### src/rtl/mem_pkg.sv
// Shared types and sizes for the memory block and its burst front-ends.
package mem_pkg;
   localparam int MEM_ADDR = 4;
   localparam int MEM_DATA = 8;
   localparam int RD_DEPTH = 2;
   localparam int RD_CNT_W = $clog2(RD_DEPTH + 1);

   typedef enum logic [1:0] {
      IDLE  = 2'd0,
      WRITE = 2'd1,
      READ  = 2'd2
   } burst_state_t;
endpackage

### src/rtl/rd_skid_fifo.sv
// Two-entry FIFO that catches memory read data so consumer back-pressure never drops a word.
module rd_skid_fifo
   import mem_pkg::*;
#(
   parameter int W = MEM_DATA
) (
   input  logic                clk,
   input  logic                rst,
   input  logic                push,
   input  logic [W-1:0]        din,
   input  logic                pop,
   output logic [W-1:0]        head,
   output logic [RD_CNT_W-1:0] count
);
   logic [W-1:0]        buf_q [RD_DEPTH];
   logic                wr_ptr_q;
   logic                rd_ptr_q;
   logic [RD_CNT_W-1:0] count_q;
   logic                do_push;
   logic                do_pop;

   assign do_pop  = pop && (count_q != '0);
   assign do_push = push && ((count_q != RD_CNT_W'(RD_DEPTH)) || do_pop);

   always_ff @(posedge clk or posedge rst) begin
      if (rst) begin
         wr_ptr_q <= 1'b0;
         rd_ptr_q <= 1'b0;
         count_q  <= '0;
      end else begin
         if (do_push) wr_ptr_q <= ~wr_ptr_q;
         if (do_pop)  rd_ptr_q <= ~rd_ptr_q;
         if (do_push && !do_pop)      count_q <= count_q + 1'b1;
         else if (!do_push && do_pop) count_q <= count_q - 1'b1;
      end
   end

   // Storage carries no reset; emptiness is tracked solely by count_q.
   always_ff @(posedge clk) begin
      if (do_push) buf_q[wr_ptr_q] <= din;
   end

   assign head  = buf_q[rd_ptr_q];
   assign count = count_q;
endmodule

### src/rtl/mem_burst_port.sv
// Burst front-end: turns one (dir, addr, len) command into single-word memory accesses.
//   state | meaning
//   IDLE  | waiting for a command, cmd_ready high
//   WRITE | one memory write per accepted wdata beat
//   READ  | issuing reads and draining the skid buffer until the last pop
module mem_burst_port
   import mem_pkg::*;
#(
   parameter int ADDR = MEM_ADDR,
   parameter int DATA = MEM_DATA
) (
   input  logic            clk,
   input  logic            rst,
   input  logic            cmd_valid,
   output logic            cmd_ready,
   input  logic            cmd_wr,
   input  logic [ADDR-1:0] cmd_addr,
   input  logic [ADDR:0]   cmd_len,
   input  logic            wdata_valid,
   output logic            wdata_ready,
   input  logic [DATA-1:0] wdata,
   output logic            rdata_valid,
   input  logic            rdata_ready,
   output logic [DATA-1:0] rdata,
   output logic            rdata_last,
   output logic            mem_wr,
   output logic [ADDR-1:0] mem_addr,
   output logic [DATA-1:0] mem_din,
   input  logic [DATA-1:0] mem_dout,
   output logic            busy,
   output logic            done
);
   localparam logic [ADDR:0] LEN_ONE = (ADDR + 1)'(1);

   burst_state_t        state_q, state_d;
   logic [ADDR-1:0]     addr_q;
   logic [ADDR-1:0]     last_addr_q;
   logic [ADDR:0]       cnt_q;
   logic [ADDR:0]       left_q;
   logic                inflight_q;
   logic                done_q;
   logic                cmd_hs;
   logic                wr_beat;
   logic                rd_issue;
   logic                pop;
   logic [RD_CNT_W-1:0] fifo_count;
   logic [RD_CNT_W:0]   occ;

   assign cmd_ready   = (state_q == IDLE);
   assign cmd_hs      = cmd_valid && cmd_ready;
   assign rdata_valid = (state_q == READ) && (fifo_count != '0);
   assign pop         = rdata_valid && rdata_ready;

   always_comb begin
      state_d     = state_q;
      wdata_ready = 1'b0;
      wr_beat     = 1'b0;
      rd_issue    = 1'b0;
      // Words held after this edge: buffered plus arriving, minus the one leaving.
      occ = {1'b0, fifo_count} + (RD_CNT_W + 1)'(inflight_q) - (RD_CNT_W + 1)'(pop);
      case (state_q)
         IDLE: begin
            if (cmd_hs && (cmd_len != '0)) state_d = cmd_wr ? WRITE : READ;
         end
         WRITE: begin
            wdata_ready = 1'b1;
            wr_beat     = wdata_valid;
            if (wr_beat && (cnt_q == LEN_ONE)) state_d = IDLE;
         end
         READ: begin
            rd_issue = (cnt_q != '0) && (occ < (RD_CNT_W + 1)'(RD_DEPTH));
            if (pop && (left_q == LEN_ONE)) state_d = IDLE;
         end
         default: state_d = IDLE;
      endcase
   end

   always_ff @(posedge clk or posedge rst) begin
      if (rst) begin
         state_q     <= IDLE;
         addr_q      <= '0;
         last_addr_q <= '0;
         cnt_q       <= '0;
         left_q      <= '0;
         inflight_q  <= 1'b0;
         done_q      <= 1'b0;
      end else begin
         state_q    <= state_d;
         inflight_q <= rd_issue;
         done_q     <= 1'b0;
         if (cmd_hs) begin
            addr_q <= cmd_addr;
            cnt_q  <= cmd_len;
            left_q <= cmd_len;
            if (cmd_len == '0) done_q <= 1'b1;
         end
         if (wr_beat || rd_issue) begin
            addr_q      <= addr_q + 1'b1;
            cnt_q       <= cnt_q - 1'b1;
            last_addr_q <= addr_q;
         end
         if (pop) left_q <= left_q - 1'b1;
         if ((wr_beat && (cnt_q == LEN_ONE)) || (pop && (left_q == LEN_ONE))) done_q <= 1'b1;
      end
   end

   rd_skid_fifo #(.W(DATA)) u_rd_fifo (
      .clk   (clk),
      .rst   (rst),
      .push  (inflight_q),
      .din   (mem_dout),
      .pop   (pop),
      .head  (rdata),
      .count (fifo_count)
   );

   assign mem_wr     = wr_beat;
   assign mem_addr   = (wr_beat || rd_issue) ? addr_q : last_addr_q;
   assign mem_din    = wdata;
   assign rdata_last = rdata_valid && (left_q == LEN_ONE);
   assign busy       = (state_q != IDLE) || (fifo_count != '0) || inflight_q;
   assign done       = done_q;
endmodule

### config.mk
export PLATFORM = sky130hd
export DESIGN_NAME = mem_burst_port
export DESIGN_NICKNAME = d
export VERILOG_FILES = /design/src/rtl/mem_pkg.sv /design/src/rtl/rd_skid_fifo.sv /design/src/rtl/mem_burst_port.sv
export SDC_FILE = /design/constraint.sdc
export NUM_CORES = 1
export LEC_CHECK = 0
export CORE_MARGIN = 2
export CORE_UTILIZATION = 53
export CTS_BUF_LIST = sky130_fd_sc_hd__clkbuf_4
export CTS_CLUSTER_SIZE = 30
export DETAILED_ROUTE_END_ITERATION = 8
export GPL_TIMING_DRIVEN = 0
export PLACE_DENSITY = 0.86
export SYNTH_ARGS = -nofsm -noshare
export SYNTH_HDL_FRONTEND = slang
export SYNTH_HIERARCHICAL = 1
export SYNTH_SLANG_ARGS = --single-unit
export TNS_END_PERCENT = 100
### constraint.sdc
create_clock -name clk -period 8.3 [get_ports clk]
set_input_delay 1.66 -clock clk [delete_from_list [all_inputs] [get_ports clk]]
set_output_delay 1.66 -clock clk [all_outputs]
set_load 0.05 [all_outputs]
; After elaboration in Yosys (flattened, before gate mapping)
; Memory sizes are Yosys's and may differ from the RTL's.
; Index checks and enable logic that the tools add are counted.
[totals]
regBits = 26
mem_bits_rw = 16
input_bits = 31
wordCells = 80
memories = 1
[mem_list]
columns = name, depth, width, read_ports, rd_clocked_by_memory_dff, write_ports, line_no
row1 = u_rd_fifo.buf_q, 2, 8, 1, 0, 1, rd_skid_fifo.sv:15  ; logic [W-1:0] buf_q [RD_DEPTH];
[op_classes]
n_addsub = 7
magnitude_cmp = 1
eq_ne = 8
mux = 21
bitwise = 2
n_reduce_logical = 30
[op_table]
columns = operator, n
row1 = two-way mux 5 bit, 3
row2 = logical AND 1 bit, 13
row3 = two-way mux 2 bit, 6
row4 = two-way mux 4 bit, 3
row5 = "equality test 5 x 1 -> 1 bit, second input constant", 2
row6 = nonzero test 2 bit, 5
row7 = nonzero test 5 bit, 2
row8 = "subtractor 5 x 1 -> 5 bit, second input constant", 2
row9 = two-way mux 1 bit, 8
row10 = one-hot mux 2 bit (3 select lines), 1
row11 = logical NOT 5 bit, 1
row12 = logical OR 1 bit, 5
row13 = "adder 4 x 1 -> 4 bit, second input constant", 1
row14 = "!= test 2 x 1 -> 1 bit, second input constant", 2
row15 = "!= test 2 bit, second input constant", 2
row16 = adder 2 x 1 -> 3 bit, 1
row17 = "less-than comparator 3 x 2 -> 1 bit, second input constant", 1
row18 = AND reduction 3 bit, 1
row19 = subtractor 3 x 1 -> 3 bit, 1
row20 = "adder 2 x 1 -> 2 bit, second input constant", 1
row21 = "equality test 2 x 1 -> 1 bit, second input constant", 1
row22 = "equality test 2 bit, second input constant", 1
row23 = logical NOT 1 bit, 2
row24 = logical NOT 2 bit, 1
row25 = other kinds (2), 3

; Depth between registers and ports, before layout
; Gate-level depths: netlist of run 1.
[depth]
word_depth = 10
ltp_mapped = 12

; By module
; Netlist of run 1, hierarchy kept.
[by_module_without_submodules]
columns = mod, instances, cells_each, area_each_um2, seq_area_each_um2
row1 = mem_burst_port, 1, 144, 1412.6, 550.5
row2 = rd_skid_fifo, 1, 43, 783.3, 580.6

; Worst setup path before layout of run 1
; OpenSTA, ideal clock, no wires.
[synth_timing]
path_kind = input port to output port
startpoint = input rdata_ready
endpoint = output mem_addr[0]
t_arrival_ps = 4052
path_slack_ps = 2588
path_stages = 8
n_path_buf = 1
path_cell_list = nor3b_2 > buf_2 > nor2b_1 > o21ai_0 > fa_1 > nand3b_4 > o31ai_4 > mux2_2
[synth_between]
elab_chain_len = 7
[synth_rtl]
columns = element, line_no
row1 = "start, declared", mem_burst_port.sv:23  ; input logic rdata_ready,
row2 = logical AND 1 bit, mem_burst_port.sv:52  ; assign pop = rdata_valid && rdata_ready;
row3 = named net pop, mem_burst_port.sv:45  ; logic pop;
row4 = subtractor 3 x 1 -> 3 bit, mem_burst_port.sv:60  ; occ = {1'b0, fifo_count} + (RD_CNT_W + 1)'(inflight_q) - (RD_CNT_W + 1)'(pop);
row5 = less-than comparator 3 x 2 -> 1 bit, mem_burst_port.sv:71  ; rd_issue = (cnt_q != '0) && (occ < (RD_CNT_W + 1)'(RD_DEPTH));
row6 = logical AND 1 bit, mem_burst_port.sv:71
row7 = two-way mux 1 bit, mem_burst_port.sv:61  ; case (state_q)
row8 = logical OR 1 bit, mem_burst_port.sv:118  ; assign mem_addr = (wr_beat || rd_issue) ? addr_q : last_addr_q;
row9 = two-way mux 4 bit, --
row10 = "end, declared", mem_burst_port.sv:27  ; output logic [ADDR-1:0] mem_addr,
; The timed path passes the listed nets, and every way through them passes these cells.

; Worst setup path after layout of run 1
[layout_timing]
startpoint = input rdata_ready
endpoint = output mem_addr[2]
; The elaborated chain is that of the path after synthesis.

==> results.ini, run 1 <==
[pwr]
p_per_area_mw_per_mm2=377
vdd_drop_max_mv=0.327
leakagePower_nw=1.13
finalPower_w=0.00106

[floorplanning]
rows=23
start_util=0.549
ios=58
die_y_um=68.4
die_w_um=68.4
die-area_sq_mm=0.00467
coreArea_sq_mm=0.00400

[sta]
period_share=0.861
tns_ns=0
fmax_mhz=140
finClkSkew_ns=0.0107
rsz0062_at_grt=false
hold_viol=0
max_slew.worst_pin.slew_ns=0.886
slew_violations=0
min_period_ns=7.15
setup_viol=0
slew-limit-headroom=0.409

[clock_tree]
clk_latency_ns=0.37
cts_buffers=5
post_cts_buffers=0
hold_buffers=0
cts.sinks=42
cts_max_level=2
clockRootBuffer=clkbuf_4
clk_path_buf_depth=2
path_clk_slew_ns=0.12
cts_resized=0
cts_tree=built

[finish]
drive_gt1_frac=0.168
final_common_cell=clkdlybuf4s50_1
fin_area_sq_mm=0.00281
final_cell_mix=49 x clkdlybuf4s50_1, 26 x dfrtp_1, 16 x edfxtp_1, 13 x nor2_1, 12 x mux2_2
fin_util=0.703
fin_cells=294
nets=281
area_growth_pct=28.1
antenna_cells=0

[yosys]
syn-cell-area_sq_mm=0.00220
ys_seq_area_frac=0.515
synth_top_family_by_area=simple AND/OR/NAND/NOR gates
synthCells=187
ys_ff_latch=42
postSynth.asyncResetShare=0.619
synthXorXnorAreaFrac=0.0239
yosysWarningCount=6
synth-simple-area-share=0.156
synth.area.mux_share=0.0803
synthAdderAreaFrac=0.0433
synth_compound_area_frac=0.116
ys.flop_type=dfrtp_1
synth_edf_count=16
ys_types=50
synth_area_per_cell_sq_um=11.7
synth_nets=225

[route]
num_vias=1632
first_pass_iters=4
avgViaCountPerCell=5.55
drc_errors=0
drt_wl_total_mm=4.46
wire_per_inst_um=15.2
drtIter0Drc=106
ant_nets=0

[setup_path]
cp_common_cell=clkdlybuf4s50_1
startpoint_type=input pin
critPathCaptureType=output port
r2r-start=state_q[0]$_DFFE_PP0P_
critPathLaunch=rdata_ready
cpPeakStageDelay_ns=0.70
critPathKind=in -> out
cp_cell_sequence=clkdlybuf4s50_1, nor3b_2, buf_2, nor2b_1, o21ai_0, fa_1, nand3b_4, o31ai_4, mux2_2, clkdlybuf4s50_1
required_ns=6.64
cp_num_buf_inv=3
cp.arrival_ns=5.49
crit_family=buffers and inverters
crit_fanout=11
slowest_stage=clkdlybuf4s50_1

[global_route]
grt_pass1_vias=1532
grt_start_max_net_pins=23
antenna_found_initial=0
grt_usage=0.216
grt_remaining_overflow=0
grt_pass1_wl_mm=7.26

[placed_design]
placed_cell_area_sq_mm=0.00275
dpl.hpwl_mm=3.30
place_inst=286
portBuffers=49
gp_congestion=0.831

[outcome]
run_status=complete, no violations

[run]
drv_cap=0

[hold_path]
hp-class=reg -> reg
worstHoldStart=u_rd_fifo/wr_ptr_q$_DFFE_PP0N_

-- per-layer routing --
layer | share of wire | wire (um) | GRT usage
met1 | 0.43 | 1920 | 0.271
met2 | 0.48 | 2140 | 0.352
met3 | 0.062 | 278 | 0.0477
met4 | 0.028 | 127 | 0.108
met5 | 0 | 0 | 0
-- logic make-up after synthesis --
| family | count (synthesis) |
|---|---|
| xor+xnor | 6 |
| mux | 16 |
| flops | 42 |
| compound gates | 32 |
| buf+inv | 27 |
| simple gates | 57 |
| fa+ha+maj | 7 |
-- Yosys cell counts, drive strengths merged (2+ instances only) --
library cell  count  area share
a211oi            2      0.0068
a21oi             2      0.0046
a221o             2      0.0091
a31oi             4       0.011
and2              3      0.0085
and3              2      0.0057
buf              12       0.039
clkbuf            3      0.0051
dfrtp            26        0.30
edfxtp           16        0.22
ha                6       0.034
inv              12       0.021
mux2             13       0.067
mux2i             3       0.014
nand2             9       0.015
nand2b            2      0.0057
nand3             3      0.0068
nand3b            4       0.019
nand4b            3       0.012
nor2             13       0.022
nor2b             3      0.0085
nor3              6       0.014
nor3b             3       0.015
nor4              2      0.0057
nor4b             2       0.011
o211ai            2      0.0068
o21ai             8       0.018
o311ai            2      0.0080
o31a              2      0.0080
o31ai             2       0.019
xnor2             4       0.016
xor2              2      0.0080
-- path summary, 6_finish.rpt --
path | endpoint | depth (start not counted) | slack, ns
max | mem_addr[2] | 10 | 1.15
min | u_rd_fifo/wr_ptr_q$_DFFE_PP0N_ | 1 | 0.50
max reg2reg | addr_q[2]$_DFFE_PP0P_ | 11 | 4.70
min reg2reg | u_rd_fifo/wr_ptr_q$_DFFE_PP0N_ | 1 | 0.50
max in group asynchronous | addr_q[2]$_DFFE_PP0P_ | 2 | 5.96
min in group asynchronous | u_rd_fifo/count[1]$_DFFE_PP0P_ | 2 | 1.49
-- power by group --
part	switching (W)	total [W]	internal, W
Combinational	0.000361	0.000599	0.000238
Sequential	0.0000647	0.000353	0.000288
Clock	0.0000736	0.000110	0.0000363
-- flip-flops by register name (all words and copies together), names as in the netlist, 2 cells and up --
name             count
last_addr_q          4
u_rd_fifo/buf_q     16
cnt_q                5
addr_q               4
left_q               5
u_rd_fifo/count      2
state_q              2
-- stage by stage --
step | hold slack, ns | setup WS, ns
after floorplan | 0.459 | 2.59
after global placement | 0.478 | 1.24
after global routing | 0.527 | 0.921
final | 0.504 | 1.15
after CTS | 0.504 | 1.16
after detailed placement | 0.485 | 1.18
-- area by class of cell --
type                       instances  area (sq um)
buffer                            15          97.6
clock buffer                       5          37.5
clock inverter                     3          26.3
fill                             324          1190
inverter                          12          45.0
multi-input combinational        118           922
sequential                        42          1130
tap                               50          62.6
timing repair buffer              49           490
No activity file was read; power rests on OpenSTA's default activity.
==> run 2, diff against run 1 <==
--- a/config.mk
+++ b/config.mk
@@ -12,6 +12,7 @@
 export DETAILED_ROUTE_END_ITERATION = 8
 export GPL_TIMING_DRIVEN = 0
 export PLACE_DENSITY = 0.86
+export SLEW_MARGIN = 25
 export SYNTH_ARGS = -nofsm -noshare
 export SYNTH_HDL_FRONTEND = slang
 export SYNTH_HIERARCHICAL = 1
==> results of run 2 <==
The final DEF is identical to that of run 1; final timing and power are the same.
==> edit, RTL diff (flow settings as in run 1) <==
Change the package constant `MEM_DATA` from 8 to 4.
--- a/src/rtl/mem_pkg.sv
+++ b/src/rtl/mem_pkg.sv
@@ -2,5 +2,5 @@
 package mem_pkg;
    localparam int MEM_ADDR = 4;
-   localparam int MEM_DATA = 8;
+   localparam int MEM_DATA = 4;
    localparam int RD_DEPTH = 2;
    localparam int RD_CNT_W = $clog2(RD_DEPTH + 1);
Interface: changed (resized mem_din, mem_dout, rdata and wdata); port bits go from 58 to 42. The function was not compared with the original's and may differ.
==> edit against run 1 <==
  * Sequential power down 13%
  * Area after synthesis fell by 15%
  * Power decreased by 14%
  * Non-clock buffer count fell by 17
  * Global-route usage grew 0.37 points
  * Via count decreased by 9.9%
  * Sequential cell count is 8 lower
  * Synthesized cell count down 9.1%
  * Worst setup slack got worse by 0.0079 ns
  * Register-to-register slack improved by 0.02 ns
  * Wire length fell by 9.3%
  * Clock skew fell by 0.0041 ns
  * Final area down 16%
  * Critical path depth unchanged
==> edit: results (changes against run 1) <==
| Metric | Value |
|---|---|
| Netlist cell types | `50 (unchanged)` |
| Critical path peak fanout | `11 (unchanged)` |
| Final Non-Filler Cells | `261 (-11%)` |
| Overall routed net length | `4.05 mm (-9.3%)` |
| DR vias | `1470 (-9.9%)` |
| Synth area leaders | `dfrtp_1 (35%), edfxtp_1 (13%), mux2_2 (4.8%)` |
| Worst-skew pair later-pin latency | `0.34 ns (-0.03 ns)` |
| Pleak | `0.962 nW (-15%)` |
| Post-synth ARST share | `0.765 (+0.146)` |
| Status | `finished, final reports clean` |
| Clock skew | `0.00663 ns (-0.00407 ns)` |
| HPWL after DPL | `3.09 mm (-6.2%)` |
| Synth cell count leaders | `dfrtp_1 (26), nor2_1 (13), inv_1 (10), nand2_1 (9)` |
| Share of post-route cells with drive strength above 1 | `0.135 (-0.0331)` |
| First-pass GRT wire length | `6.80 mm (-6.3%)` |
| Register area share after synthesis | `0.475 (-0.0401)` |
| Root Driver | `clkbuf_4` |
| Delay-heaviest family, CP | `buffers and inverters` |
| Syn avg cell area | `11.0 µm² (-6.0%)` |
| Post-layout net count | `244 (-13%)` |
| Slew @ Worst Pin | `0.857 ns (-0.0285 ns)` |
| R2R Setup Slk | `4.72 ns (+0.02 ns)` |
| Slowest-stage cell, CP | `clkdlybuf4s50_1` |
| Number of synthesized flops with an enable pin | `8 (-8)` |
| 1st-iter DRT viols | `74 (-30%)` |
| Mapped Nets | `200 (-11%)` |
| IO Port Bufs | `37 (-24%)` |
| Peak VDD IR | `0.000248 V (-24%)` |
| Hold EP | `last_addr_q[2]$_DFF_PP0_` |
| Filler cells | `270 (-17%)` |
| Hold Slack | `0.502 ns (-0.00167 ns)` |
| Ys Warns | `6 (unchanged)` |
| Final Wtd Congestion | `0.848 (+2.1%)` |
| Leading registers by flop count | `u_rd_fifo/buf_q x8, cnt_q x5, left_q x5` |
| Post-placement cell count | `253 (-12%)` |
| Total GRT Usage | `0.220 (+0.00369)` |
==> edit: changes by cell type after synthesis <==
cell      change
edfxtp_1      -8
buf_2         -1
mux2_2        -4
buf_4         -4
==> edit: routing by layer <==
layer | vias to the layer above | GRT usage | share of wire
li1 | 707 | - | -
met1 | 699 | 0.239 | 0.39
met2 | 58 | 0.403 | 0.54
met3 | 6 | 0.0696 | 0.065
met4 | 0 | 0.0707 | 0.011
met5 | - | 0 | 0
==> edit: worst max-delay path by stage <==
stage               depth (start not counted)   startpoint          end
floorplan                                   8  rdata_ready  mem_addr[0]
global placement                           10  rdata_ready  mem_addr[1]
detailed placement                         10  rdata_ready  mem_addr[3]
CTS                                        10  rdata_ready  mem_addr[3]
global route                               10  rdata_ready  mem_addr[3]
finish                                     10  rdata_ready  mem_addr[1]
==> edit: cell type report <==
type / instances / area, µm² / share of cell area
Sequential cell: 34 / 891 / 0.379
Multi-Input combinational cell: 114 / 877 / 0.373
Timing Repair Buffer: 37 / 370 / 0.157
Buffer: 10 / 62.6 / 0.0266
Tap cell: 46 / 57.6 / 0.0245
Inverter: 12 / 45.0 / 0.0191
Clock buffer: 5 / 37.5 / 0.0160
Clock inverter: 3 / 11.3 / 0.00479
==> edit: logic make-up (layout without fill, tap and decap cells) <==
group / Yosys count / in the layout / synth area share
and+or+nand+nor: 57 / 57 / 0.183
DFF: 34 / 34 / 0.475
AOI/OAI and AO/OA: 32 / 32 / 0.136
buffers and inverters: 22 / 67 / 0.0574
muxes: 12 / 12 / 0.0700
adders and majority gates: 7 / 7 / 0.0507
xor gates and xnor gates: 6 / 6 / 0.0280
==> edit: power by group through the flow <==
| stage | clock network, mW | registers, mW | logic, mW |
|---|---|---|---|
| after floorplan | 0 | 0.294 | 0.393 |
| after global placement | 0 | 0.303 | 0.504 |
| after detailed placement | 0 | 0.311 | 0.523 |
| after CTS | 0.0863 | 0.308 | 0.526 |
| after global routing | 0.0933 | 0.320 | 0.567 |
| final | 0.0839 | 0.308 | 0.525 |
==> edit: per-stage QoR <==
step                      instance area, µm²   util  setup WS (ns)  total power, mW
after floorplan                         1880      -           2.59            0.687
after global placement                  2300  0.685           1.24            0.807
after detailed placement                2300  0.685           1.19            0.834
after CTS                               2350  0.699           1.16            0.920
after global routing                    2350  0.699           1.02            0.980
final                                   2350  0.699           1.15            0.917
